<file path="src/rtl/wb_port_arbiter_pkg.sv">
// Shared types for the writeback-port arbiter: the write-port request, the source select
// enum and the x0 constant.
package wb_port_arbiter_pkg;

    localparam int WB_XLEN = 32;
    localparam int WB_RA_W = 5;

    localparam logic [WB_RA_W-1:0] RD_ZERO = '0;

    // Field widths follow the package widths; the arbiter's XLEN/RA_W defaults match them.
    typedef struct packed {
        logic               wen;
        logic [WB_RA_W-1:0] rd;
        logic [WB_XLEN-1:0] wdata;
    } wb_req_t;

    typedef enum logic [1:0] {
        SRC_NONE,
        SRC_PIPE,
        SRC_FIFO,
        SRC_BYPASS
    } wb_src_e;

endpackage

</file>
<file path="src/rtl/wb_ll_fifo.sv">
// Long-latency result queue with per-entry valid bits.
// Supports register-match invalidation and an associative lookup for issue stalls.
module wb_ll_fifo
    import wb_port_arbiter_pkg::*;
#(
    parameter int XLEN    = WB_XLEN,
    parameter int RA_W    = WB_RA_W,
    parameter int Q_DEPTH = 2
) (
    input  logic            clk,
    input  logic            rst,
    input  logic            push,
    input  logic [RA_W-1:0] push_rd,
    input  logic [XLEN-1:0] push_wdata,
    input  logic            pop,
    input  logic            kill,
    input  logic [RA_W-1:0] kill_rd,
    input  logic [RA_W-1:0] chk_rd,
    output logic            chk_hit,
    output logic            live_any,
    output logic [RA_W-1:0] head_rd,
    output logic [XLEN-1:0] head_wdata,
    output logic            full,
    output logic            retire
);

    localparam int PTR_W = $clog2(Q_DEPTH);
    localparam int CNT_W = PTR_W + 1;

    logic [Q_DEPTH-1:0] valid;
    logic [RA_W-1:0]    rd_q   [Q_DEPTH];
    logic [XLEN-1:0]    data_q [Q_DEPTH];
    logic [PTR_W-1:0]   head, tail;
    logic [CNT_W-1:0]   count;

    logic [Q_DEPTH-1:0] live, hit;
    logic               found;
    logic [PTR_W-1:0]   first_off, first_idx;
    logic [CNT_W-1:0]   retire_n;

    // Entries killed this cycle are already treated as gone for selection.
    always_comb begin
        live = '0;
        hit  = '0;
        for (int i = 0; i < Q_DEPTH; i++) begin
            live[i] = valid[i] && !(kill && rd_q[i] == kill_rd);
            hit[i]  = valid[i] && rd_q[i] == chk_rd;
        end
    end

    always_comb begin
        found     = 1'b0;
        first_off = '0;
        for (int i = 0; i < Q_DEPTH; i++) begin
            if (!found && live[head + PTR_W'(i)]) begin
                found     = 1'b1;
                first_off = PTR_W'(i);
            end
        end
    end

    assign first_idx  = head + first_off;
    assign head_rd    = rd_q[first_idx];
    assign head_wdata = data_q[first_idx];
    assign live_any   = found;
    assign chk_hit    = |hit;
    assign full       = (count == CNT_W'(Q_DEPTH));

    // A pop retires the dead entries in front of the popped one; otherwise a dead head
    // is reclaimed on its own so it never blocks ll_ready.
    always_comb begin
        retire_n = '0;
        if (pop && found)
            retire_n = CNT_W'(first_off) + CNT_W'(1);
        else if (count != '0 && !valid[head])
            retire_n = CNT_W'(1);
    end
    assign retire = (retire_n != '0);

    always_ff @(posedge clk or posedge rst) begin
        if (rst) begin
            valid <= '0;
            head  <= '0;
            tail  <= '0;
            count <= '0;
        end else begin
            for (int i = 0; i < Q_DEPTH; i++) begin
                if (kill && rd_q[i] == kill_rd)
                    valid[i] <= 1'b0;
                if (CNT_W'(i) < retire_n)
                    valid[head + PTR_W'(i)] <= 1'b0;
            end
            // When full, tail aliases the retiring head slot; the push must win.
            if (push) begin
                valid[tail] <= 1'b1;
                tail        <= tail + PTR_W'(1);
            end
            head  <= head + PTR_W'(retire_n);
            count <= count - retire_n + CNT_W'(push);
        end
    end

    always_ff @(posedge clk) begin
        if (push) begin
            rd_q[tail]   <= push_rd;
            data_q[tail] <= push_wdata;
        end
    end

endmodule

</file>
<file path="src/rtl/wb_port_arbiter.sv">
// Arbitrates the single register-file write port between pipeline writeback and a
// long-latency unit; LL results queue and drain into idle slots, with a starvation hold.
module wb_port_arbiter
    import wb_port_arbiter_pkg::*;
#(
    parameter int XLEN         = WB_XLEN,
    parameter int RA_W         = WB_RA_W,
    parameter int Q_DEPTH      = 2,
    parameter int STARVE_LIMIT = 4
) (
    input  logic            clk,
    input  logic            rst,
    input  logic            pipe_wen,
    input  logic [RA_W-1:0] pipe_rd,
    input  logic [XLEN-1:0] pipe_wdata,
    input  logic            ll_valid,
    input  logic [RA_W-1:0] ll_rd,
    input  logic [XLEN-1:0] ll_wdata,
    output logic            ll_ready,
    output logic            pipe_hold,
    input  logic [RA_W-1:0] chk_rd,
    output logic            chk_hit,
    output logic            rf_wen,
    output logic [RA_W-1:0] rf_rd,
    output logic [XLEN-1:0] rf_wdata
);

    localparam logic [RA_W-1:0] X0    = RA_W'(RD_ZERO);
    localparam logic [3:0]      LIMIT = 4'(STARVE_LIMIT);

    logic            pipe_wr, ll_fire, push, pop;
    logic            fifo_hit, live_any, full, retire;
    logic [RA_W-1:0] head_rd;
    logic [XLEN-1:0] head_wdata;
    wb_src_e         sel;
    wb_req_t         req_d, req_q;
    logic [3:0]      starve_q, starve_d;

    assign pipe_wr = pipe_wen && pipe_rd != X0;

    // Bypass needs no ll_ready term: with no live entry the FIFO is either not full or
    // is reclaiming a dead head, so ll_ready is already 1.
    always_comb begin
        sel = SRC_NONE;
        if (pipe_wr)
            sel = SRC_PIPE;
        else if (live_any)
            sel = SRC_FIFO;
        else if (ll_valid && ll_rd != X0)
            sel = SRC_BYPASS;
    end

    assign pop      = (sel == SRC_FIFO);
    assign ll_ready = !rst && (!full || retire);
    assign ll_fire  = ll_valid && ll_ready;
    assign push     = ll_fire && ll_rd != X0 && sel != SRC_BYPASS
                      && !(pipe_wr && ll_rd == pipe_rd);

    wb_ll_fifo #(
        .XLEN    (XLEN),
        .RA_W    (RA_W),
        .Q_DEPTH (Q_DEPTH)
    ) u_fifo (
        .clk        (clk),
        .rst        (rst),
        .push       (push),
        .push_rd    (ll_rd),
        .push_wdata (ll_wdata),
        .pop        (pop),
        .kill       (pipe_wr),
        .kill_rd    (pipe_rd),
        .chk_rd     (chk_rd),
        .chk_hit    (fifo_hit),
        .live_any   (live_any),
        .head_rd    (head_rd),
        .head_wdata (head_wdata),
        .full       (full),
        .retire     (retire)
    );

    assign chk_hit = chk_rd != X0 && (fifo_hit || (ll_valid && ll_rd == chk_rd));

    always_comb begin
        req_d = '0;
        case (sel)
            SRC_PIPE:   req_d = '{wen: 1'b1, rd: pipe_rd, wdata: pipe_wdata};
            SRC_FIFO:   req_d = '{wen: 1'b1, rd: head_rd, wdata: head_wdata};
            SRC_BYPASS: req_d = '{wen: 1'b1, rd: ll_rd,   wdata: ll_wdata};
            default:    req_d = '0;
        endcase
    end

    always_comb begin
        if (pop || !live_any)
            starve_d = '0;
        else if (starve_q >= LIMIT)
            starve_d = LIMIT;
        else
            starve_d = starve_q + 4'd1;
    end

    always_ff @(posedge clk or posedge rst) begin
        if (rst) begin
            req_q     <= '0;
            starve_q  <= '0;
            pipe_hold <= 1'b0;
        end else begin
            req_q     <= req_d;
            starve_q  <= starve_d;
            pipe_hold <= (starve_d == LIMIT);
        end
    end

    assign rf_wen   = req_q.wen;
    assign rf_rd    = req_q.rd;
    assign rf_wdata = req_q.wdata;

endmodule

</file>
<file path="config.mk">
export PLATFORM = sky130hd
export DESIGN_NAME = wb_port_arbiter
export DESIGN_NICKNAME = d
export VERILOG_FILES = /design/src/rtl/wb_port_arbiter_pkg.sv /design/src/rtl/wb_ll_fifo.sv /design/src/rtl/wb_port_arbiter.sv
export SDC_FILE = /design/constraint.sdc
export NUM_CORES = 1
export LEC_CHECK = 0
export ABC_AREA = 1
export CAP_MARGIN = 10
export CORE_MARGIN = 2
export CORE_UTILIZATION = 30
export DETAILED_ROUTE_END_ITERATION = 16
export HOLD_SLACK_MARGIN = 0.1
export PLACE_DENSITY_LB_ADDON = 0.25
export SETUP_SLACK_MARGIN = 0.2
export SYNTH_ARGS = -nofsm -noshare
export SYNTH_HDL_FRONTEND = slang
export SYNTH_HIERARCHICAL = 1
export SYNTH_SLANG_ARGS = --single-unit
</file>
<file path="constraint.sdc">
create_clock -name clk -period 5.91 [get_ports clk]
set_input_delay 1.773 -clock clk [delete_from_list [all_inputs] [get_ports clk]]
set_output_delay 1.773 -clock clk [all_outputs]
set_load 0.005 [all_outputs]
</file>
# ---- Word-level counts from Yosys, hierarchy flattened
# Memories as Yosys holds them, arrays and structs flattened.
# Index checks and enable logic that the tools add are counted.
dict set report word_totals {
  latchBits 0
  ram_bits 74
  in_bits 83
  mem_bits_ro 0
  reg_bits 49
  n_memories 2
}
dict set report classes {
  shift 0
  n_reduce_logical 39
  eq_ne 12
  div_mod_pow 0
  mul 0
  add_sub_neg 8
  n_bitwise 5
  muxes 30
  order_cmp 9
}
# memory depth width read_ports rd_ports_with_merged_regs wr line
set memory_table {}
lappend memory_table {u_fifo.data_q 2 32 1 0 1 wb_ll_fifo.sv:32} ;# logic [XLEN-1:0] data_q [Q_DEPTH];
lappend memory_table {u_fifo.rd_q 2 5 3 0 1 wb_ll_fifo.sv:31} ;# logic [RA_W-1:0] rd_q [Q_DEPTH];
# op count
set op_table {}
lappend op_table {{38-bit case mux with 3 select lines} 1}
lappend op_table {{5-bit equality test} 6}
lappend op_table {{1-bit logical AND} 22}
lappend op_table {{1-bit two-way mux} 17}
lappend op_table {{5-bit nonzero test} 3}
lappend op_table {{2-bit two-way mux} 7}
lappend op_table {{1-bit zero test} 8}
lappend op_table {{4-bit two-way mux} 2}
lappend op_table {{2-bit equality test, second input constant} 3}
lappend op_table {{1-bit by 2-bit < comparator with 1-bit output, second input constant} 3}
lappend op_table {{4-bit by 1-bit adder with 4-bit output, second input constant} 1}
lappend op_table {{2-bit AND} 2}
lappend op_table {{4-bit by 3-bit equality test with 1-bit output, second input constant} 1}
lappend op_table {{4-bit by 3-bit greater-or-equal comparator with 1-bit output, second input constant} 1}
lappend op_table {{1-bit by 2-bit < comparator with 1-bit output, first input constant} 2}
lappend op_table {{2-bit NOT} 2}
lappend op_table {{2-bit nonzero test} 2}
lappend op_table {{1-bit demux with 1-bit select} 3}
lappend op_table {{1-bit greater-or-equal comparator, second input constant} 3}
lappend op_table {{1-bit logical OR} 3}
lappend op_table {{1-bit adder} 2}
lappend op_table {{1-bit adder, second input constant} 2}
lappend op_table {{1-bit by 1-bit adder with 2-bit output, second input constant} 1}
lappend op_table {{2-bit by 1-bit adder with 2-bit output} 1}
lappend op_table {{other kinds (5)} 5}

# ---- Longest topological paths before layout
# Gate-level depths: netlist (run 1).
dict set report depth {
  depth_word 25
  mapped_depth 23
  mapped_depth_nobuf 21
}

# ---- Hierarchy
# Netlist (run 1), hierarchy kept.
# mod area_each_um2 seq_area_each_um2 n_inst cells_per_inst
set modules_own_cells {}
lappend modules_own_cells {wb_ll_fifo 3455.8 2372.3 1 319}
lappend modules_own_cells {wb_port_arbiter 2356.0 1076.0 1 332}

# ---- Least setup slack after synthesis (run 1)
# Ideal clock, no wire load.
dict set report synth_path {
  kind {input-to-reg}
  startpoint {in pipe_rd[2]}
  endpoint {mem u_fifo/data_q[0][0] (netlist name), enable pin}
  required_time_ns 5.477
  setup_ns 0.433
  stages 21
  n_path_buf 2
  arrival_ns 5.454
  path_slack_ns 0.023
  cell_sequence {nor2_1 > nand3_2 > nand2_4 > inv_2 > buf_2 > nand2_1 > nor2_1 > nand3_1 > nand2_1 > nand2_1 > buf_2 > inv_2 > nor2_1 > nand2_1 > nand2_1 > o21ai_0 > inv_1 > nand3_1 > a21oi_1 > inv_1 > nor2_1}
}
dict set report synth_between {
  elab_chain_cells 25
  word_cells_on_any_way 38
}
# element line
set synth_lines {}
lappend synth_lines {{start, declared} wb_port_arbiter.sv:14} ;# input logic [RA_W-1:0] pipe_rd,
lappend synth_lines {{5-bit nonzero test *} wb_port_arbiter.sv:39} ;# assign pipe_wr = pipe_wen && pipe_rd != X0;
lappend synth_lines {{1-bit logical AND *} wb_port_arbiter.sv:39}
lappend synth_lines {{named net pipe_wr} wb_port_arbiter.sv:31} ;# logic pipe_wr, ll_fire, push, pop;
lappend synth_lines {{1-bit logical AND} wb_ll_fifo.sv:46} ;# live[i] = valid[i] && !(kill && rd_q[i] == kill_rd);
lappend synth_lines {{1-bit zero test} wb_ll_fifo.sv:46}
lappend synth_lines {{1-bit logical AND} wb_ll_fifo.sv:46}
lappend synth_lines {{1-bit two-way mux (not written as such) (2 in series)} wb_ll_fifo.sv:55} ;# if (!found && live[head + PTR_W'(i)]) begin
lappend synth_lines {{1-bit two-way mux} wb_ll_fifo.sv:55}
lappend synth_lines {{[3 not listed]} n/a}
lappend synth_lines {{named net live_any} wb_port_arbiter.sv:32} ;# logic fifo_hit, live_any, full, retire;
lappend synth_lines {{[3 not listed]} n/a}
lappend synth_lines {{named net pop} wb_port_arbiter.sv:31}
lappend synth_lines {{[3 not listed]} n/a}
lappend synth_lines {{named net retire} wb_port_arbiter.sv:32}
lappend synth_lines {{[1 not listed]} n/a}
lappend synth_lines {{1-bit logical AND *} wb_port_arbiter.sv:54} ;# assign ll_ready = !rst && (!full || retire);
lappend synth_lines {{named net ll_ready} wb_port_arbiter.sv:19} ;# output logic ll_ready,
lappend synth_lines {{1-bit logical AND *} wb_port_arbiter.sv:55} ;# assign ll_fire = ll_valid && ll_ready;
lappend synth_lines {{1-bit logical AND * (2 in series)} wb_port_arbiter.sv:56} ;# assign push = ll_fire && ll_rd != X0 && sel != SRC_BYPASS
lappend synth_lines {{1-bit logical AND *} wb_port_arbiter.sv:57} ;# && !(pipe_wr && ll_rd == pipe_rd);
lappend synth_lines {{named net push} wb_port_arbiter.sv:31}
lappend synth_lines {{1-bit two-way mux *} wb_ll_fifo.sv:104} ;# if (push) begin
lappend synth_lines {{1-bit two-way mux (not written as such) *} wb_ll_fifo.sv:106} ;# data_q[tail] <= push_wdata;
lappend synth_lines {{end, declared} wb_ll_fifo.sv:32}
# Mark *: on every way through the listed nets, which the timed path passes. The rest lies on a longest branch. The select of a mux whose other input is x is not followed.

==> results of run 1 <==
## logic make-up (layout without fill, tap and decap cells)
| kind of cell | Yosys count | in the layout | synth area share |
|---|---|---|---|
| simple gates | 387 | 387 | 0.281 |
| flops | 123 | 123 | 0.593 |
| buf+inv | 102 | 296 | 0.0753 |
| compound gates | 26 | 26 | 0.0299 |
| xor+xnor | 9 | 9 | 0.0136 |
| fa+ha+maj | 3 | 3 | 0.00646 |
| other cells | 1 | 2 | 0.000645 |
## worst max-delay path, delay by kind of cell
family | cells | cell delay (ps)
AND/OR/NAND/NOR | 10 | 920
buffers and inverters | 25 | 3150
## final timing paths
| kind | cells after the start | slack, ps | from | end |
|---|---|---|---|---|
| max in group asynchronous | 3 | 3610 | rst | rf_wdata[20] |
| worst max-delay path | 35 | 320 | pipe_rd[0] | rf_wdata[1] |
| worst min register to register | 3 | 540 | starve_q[0] | starve_q[0] |
| min in group asynchronous | 2 | 1660 | rst | u_fifo/count[0] |
| worst min-delay path | 3 | 540 | starve_q[0] | starve_q[0] |
| worst max register to register | 32 | 1570 | u_fifo/rd_q[0][2] | rf_wdata[1] |
## Yosys cell counts (2+ instances only)
cell,number
buf_2,11
buf_1,2
nand3_1,94
o21ai_0,6
o22ai_1,3
nand4_1,11
a221oi_1,2
xor2_1,3
a21oi_1,7
clkbuf_1,5
inv_1,72
dfrtp_1,49
ha_1,3
xnor2_1,6
nor2_1,26
nand2_4,2
o21ai_2,5
inv_2,4
edfxtp_1,74
buf_6,3
buf_4,5
nand2_1,250
## sequential cells by signal (all words and copies together), names as in the netlist
signal and flops:
u_fifo/data_q 64, rf_rd 5, pipe_hold 1, u_fifo/head 1, u_fifo/count 2, u_fifo/tail 1, u_fifo/valid 2, rf_wen 1
rf_wdata 32, u_fifo/rd_q 10, starve_q 4
## area by class of cell
class | count | area, um2 | share of cell area
flip-flops and latches | 123 | 3450 | 0.412
multi-input cells | 426 | 1990 | 0.238
repair buffers | 188 | 1770 | 0.211
clock buffers | 18 | 429 | 0.0513
well taps | 260 | 325 | 0.0389
inverters | 76 | 288 | 0.0344
clock inverters | 14 | 120 | 0.0144
diodes | 1 | 2.50 | 0.000299
## cells in the final DEF, fill, tap and decap left out, types with 4 or more instances in the layout
master	n
nand2_1	244
clkdlybuf4s50_1	116
nand3_1	92
edfxtp_1	74
inv_1	69
buf_4	60
dfrtp_1	49
nor2_1	22
clkbuf_16	17
nand4_1	11
a21oi_1	7
inv_2	6
nand2_2	5
xnor2_1	5
o21ai_0	5
dlymetal6s2s_1	5
o21ai_2	5
nand2_4	4
inv_6	4
## stage by stage
step                      utilization  hold WS [ps]  setup slack, ps
after global placement          0.394           540              115
after detailed placement        0.394           545             81.2
after global routing            0.444           586              213
after floorplan                     -           491              634
after CTS                       0.439           554              225
final                           0.444           543              323
## per-layer routing
| metal | GRT usage | up-vias | share of wire |
|---|---|---|---|
| li1 | - | 2468 | - |
| met1 | 0.207 | 2266 | 0.45 |
| met2 | 0.284 | 145 | 0.47 |
| met3 | 0.0493 | 26 | 0.062 |
| met4 | 0.0599 | 0 | 0.018 |
| met5 | 0 | - | 0 |
## power by group through the flow
stage	clock network [mW]	logic [mW]	registers (mW)
4_1_cts	0.986	1.27	1.14
3_3_place_gp	0	1.11	1.15
2_1_floorplan	0	0.668	1.15
6_report	0.962	1.31	1.14
5_1_grt	1.03	1.47	1.15
3_5_place_dp	0	1.12	1.15
## what timing repair did
item,CTS,global route
pin swaps,6,3
resized for setup,8,21
setup buffers,38,2
cloned,0,0
endpoints found under the setup margin,1,19
==> impl_results.md, run 1 <==
* Outcome: completed
* Chip height at 143 um
* Post-synth top area share at 0.382
* Vias in the first global route at ~5000
* Final wirelength at ~16 mm
* Fill cell count at roughly 1800
* Post-synthesis sequential area ratio at 0.593
* Pint at ~2.2 mW
* Req. time, crit path at 6180 ps
* Endpoints failing setup at 0
* Syn Nets at between 700 and 800
* Yosys synthesis warning count at 6
* WL per Instance at approximately 15 um
* Post-CTS Hold Buffers at 0
* DRC viols at 0
* Syn Inst Count at roughly 650
* Worst slew margin at 0.503
* Sw Ratio at 0.343
* Design area at around 0.0084 mm2
* Synthesized area at 0.00581 mm2
* Most frequent CP cell: buf_4
* Sequential share of power at 0.333
* Power density cells at ~410 mW/mm2
* Fin crit share at 0.945
* Worst Path Arrival at 5860 ps
* Final Net Count at about 920
* Vias at 4905
* Maximum vdd drop at 0.251 mV
* Clk_skew at 11.4 ps
* Synth Area per Inst at 8.93 um2
* Crit Path Category: primary input to register
* # rows at 50
* All-Layer GR Usage at 0.169
* DP Cell Count at 1033
* Comb pwr share at 0.385
* Largest net degree at the start of global routing at 51
* I/O Buffers at approximately 120
* Routed Antenna Nets at 0
* Synth async-reset ratio at 0.398
* Final Max Tran Viols at 0
* CP Capture Type: register
* Final hold viol count at 0
* Die ar. at slightly above 0.02 mm2
* Initial Util at 0.309
* Ranking of synthesized cells by area: edfxtp_1 (38%), dfrtp_1 (21%), nand2_1 (16%), nand3_1 (8.1%), inv_1 (4.7%)
* Number of flops mapped to enable cells by yosys at 74
* Layout cell share with drive strength beyond 1 at 0.148
* Final std cells w/o fill at ~1100
* Setup crit start kind: primary input
* Via density at approximately 4.4
* Violation count after the first detailed-routing iteration at 162
* # IOs at around 120
* Synth cell types at 30
* Leading area contributor after synthesis: edfxtp_1
* Tmin final at roughly 5600 ps
* Clock Path Buffers at 2
* Crit-path max cell delay at 240 ps
* Number of max-cap violations at 0
* Actual slew at the worst max-slew pin at between 700 and 800 ps
* Core area at around 0.019 mm2
* Cts bufs inserted at 17
* First-pass GRT wire length at about 26 mm
* Initial antenna violation count at 1
* Post-DP HPWL at ~10 mm
* H-Tree Depth at 4
* Initial DRT Pass Iterations at 5
* Overall Power at 3.41 mW
* Total grt overflow at 0
* Root buf cell: clkbuf_16
* Clk Latency, worst-skew pair at about 420 ps
* Clock share of power at 0.282
* RSZ-0062 raised after global routing: no
* Area of placed instances at 0.00743 mm2
* Die X at 143 um
* Post-synth top flop: edfxtp_1
* Final GP Congestion at ~0.9
* CP max-delay cell: dlygate4sd2_1
* Psw at approximately 1.2 mW
* CTS Sinks at around 120
* CP max FO at 17
* Leakage at roughly 3.9 nW
* Seq cells post-synth at roughly 120
* Final TNS setup at 0 ps
* Worst hold path class: register to register
* Max Clk Rate at between 150 and 200 MHz
* CTS tree: yes
* Syn-to-layout area delta at 44.0%
* Clock slew at reported path FFs at about 50 ps
Note: power is estimated with default switching activity, not from simulation.
==> run 2, diff against run 1 <==
--- a/config.mk
+++ b/config.mk
@@ -9,6 +9,7 @@
 export CAP_MARGIN = 10
 export CORE_MARGIN = 2
 export CORE_UTILIZATION = 30
+export CTS_CLUSTER_DIAMETER = 120
 export DETAILED_ROUTE_END_ITERATION = 16
 export HOLD_SLACK_MARGIN = 0.1
 export PLACE_DENSITY_LB_ADDON = 0.25
==> results of run 2 <==
Same layout as run 1: the final DEF is identical, and so are final timing and power.
==> run 3, diff against run 2 <==
--- a/config.mk
+++ b/config.mk
@@ -7,6 +7,7 @@
 export LEC_CHECK = 0
 export ABC_AREA = 1
 export CAP_MARGIN = 10
+export CORE_ASPECT_RATIO = 0.5
 export CORE_MARGIN = 2
 export CORE_UTILIZATION = 30
 export CTS_CLUSTER_DIAMETER = 120
==> run 3 against run 2 <==
  * Die area is 0.33% higher
  * Maximum frequency increased by 0.22%
  * Hold slack better by 17 ps
  * Global-route usage down 0.10 points
  * Largest cell class unchanged
  * Clock skew barely moved
  * Register-to-register slack better by 1300 ps
  * Sequential share of layout area grew 1.7 points
  * Worst setup slack better by 12 ps
  * Critical path depth is 18 lower
==> impl_results.md, run 3 (same netlist as run 1, synthesis figures left out) <==
* Outcome: completed
* # IOs at between 100 and 150
* Setup crit start kind: primary input
* Footprint of the multi-input gates at between 0.0015 and 0.002 mm2
* Syn-to-layout area delta at 38.3%
* Clock Path Buffers at 2
* Power density cells at just over 400 mW/mm2
* CP Capture Type: output pin
* Number of max-cap violations at 0
* Final GP Congestion at between 0.8 and 0.9
* Violation count after the first detailed-routing iteration at between 200 and 300
* Vias at 4786
* Final core occ at 0.430
* Actual slew at the worst max-slew pin at between 700 and 800 ps
* Final Max Tran Viols at 0
* I/O Buffers at between 100 and 150
* Most flop-heavy register: u_fifo/data_q
* Clock slew at reported path FFs at approximately 60 ps
* Via density at approximately 4.5
* Initial DRT Pass Iterations at 5
* Number of diodes at 0
* Post-DP HPWL at about 11 mm
* Req. time, crit path at a little over 4000 ps
* Maximum vdd drop at around 0.18 mV
* Cts bufs inserted at 17
* Clk_skew at about 11 ps
* Most frequent cells in the layout: nand2_1 (245), clkdlybuf4s50_1 (117), nand3_1 (93)
* WL per Instance at 15.5 um
* Layout cell share with drive strength beyond 1 at 0.105
* Final hold viol count at 0
* Clk Latency, worst-skew pair at roughly 400 ps
* Core area at 0.0187 mm2
* Vias in the first global route at slightly below 5000
* Most common cell after layout, fill and taps aside: nand2_1
* Max reg flops at 64
* H-Tree Depth at 4
* Fin crit share at 0.943
* Die X at about 200 um
* RSZ-0062 raised after global routing: no
* DP Cell Count at between 1000 and 1500
* Final TNS setup at 0 ps
* All-Layer GR Usage at 0.168
* Endpoints failing setup at 0
* Max Clk Rate at 179 MHz
* # rows at 35
* Routed Antenna Nets at 0
* Hold Crit Start: starve_q[0]
* CP max FO at 4
* Overall Power at roughly 3.2 mW
* Chip height at slightly above 100 um
* Register area at about 0.0034 mm2
* Fill cell count at 1861
* Worst Path Arrival at about 3800 ps
* Tmin final at between 5000 and 6000 ps
* Leakage at between 3 and 4 nW
* Root buf cell: clkbuf_16
* Design area at around 0.0080 mm2
* Area of placed instances at 0.00742 mm2
* Final Net Count at roughly 900
* Worst slew margin at 0.498
* Largest net degree at the start of global routing at between 50 and 60
* Initial Util at 0.311
* Initial antenna violation count at 0
* Die ar. at just over 0.02 mm2
* Total grt overflow at 0
* Crit Path Category: primary input to output pin
* CTS tree: yes
* Final std cells w/o fill at roughly 1100
* First-pass GRT wire length at 26.3 mm
* Worst hold path class: register to register
* Reg-to-reg startpoint: u_fifo/rd_q[0][2]
* DRC viols at 0
* Crit. Startpoint: pipe_rd[0]
* CTS Sinks at 123
* Final wirelength at roughly 17 mm
run 3: per-stage QoR:
| step | setup WS, ps | hold WS [ps] |
|---|---|---|
| finish | 335 | 559 |
| global placement | 55.6 | 524 |
| CTS | 201 | 556 |
| global route | 222 | 594 |
| floorplan | 634 | 491 |
| detailed placement | 12.1 | 545 |
run 3: worst max-delay path, cell delays in order:
cell             delay (ps)
dlygate4sd2_1           290
nor2_2                  110
nand3_2                 100
nand2_4                  70
inv_2                    50
nand2_1                  60
nor2_1                   40
nand3_1                 120
nand2_1                 110
nand2_2                 110
inv_2                    60
nor2_4                  120
nand2_2                  90
nand2_2                  80
o21ai_1                  70
inv_1                    70
clkdlybuf4s50_1         490
run 3: timing repair:
| item | CTS | global route |
|---|---|---|
| setup endpoints to repair | 1 | 1 |
| cloned | 0 | 0 |
| gates resized for setup | 9 | 8 |
| pin swaps | 4 | 1 |
| hold buffers | 0 | 0 |
| buffers inserted | 4 | 0 |
run 3: cell type report:
class	instances	area share
tap	259	0.0403
clock buffer	18	0.0534
inverter	76	0.0355
multi-input combinational	426	0.245
clock inverter	14	0.0151
timing repair buffer	151	0.182
sequential	123	0.429
run 3: report_power, final:
part | switching [mW] | total (mW) | internal [mW]
Clock | 0.390 | 0.969 | 0.578
Combinational | 0.678 | 1.14 | 0.462
Sequential | 0.0581 | 1.13 | 1.08
Total | 1.13 | 3.24 | 2.12
run 3: path summary, 6_finish.rpt:
kind,end,slack (ps),depth (start not counted)
worst min-delay path,starve_q[0],560,3
worst max register to register,u_fifo/count[1],2900,18
worst max-delay path,ll_ready,340,17
max in group asynchronous,rf_rd[4],3570,3
min in group asynchronous,u_fifo/head,1650,2
worst min register to register,starve_q[0],560,3
run 3: per-layer routing:
metal  share of wire  vias to the layer above  GRT usage
li1                -                     2386          -
met5               0                        -          0
met2            0.48                       83      0.290
met4           0.010                        0     0.0467
met1            0.47                     2303      0.214
met3           0.040                       14     0.0405
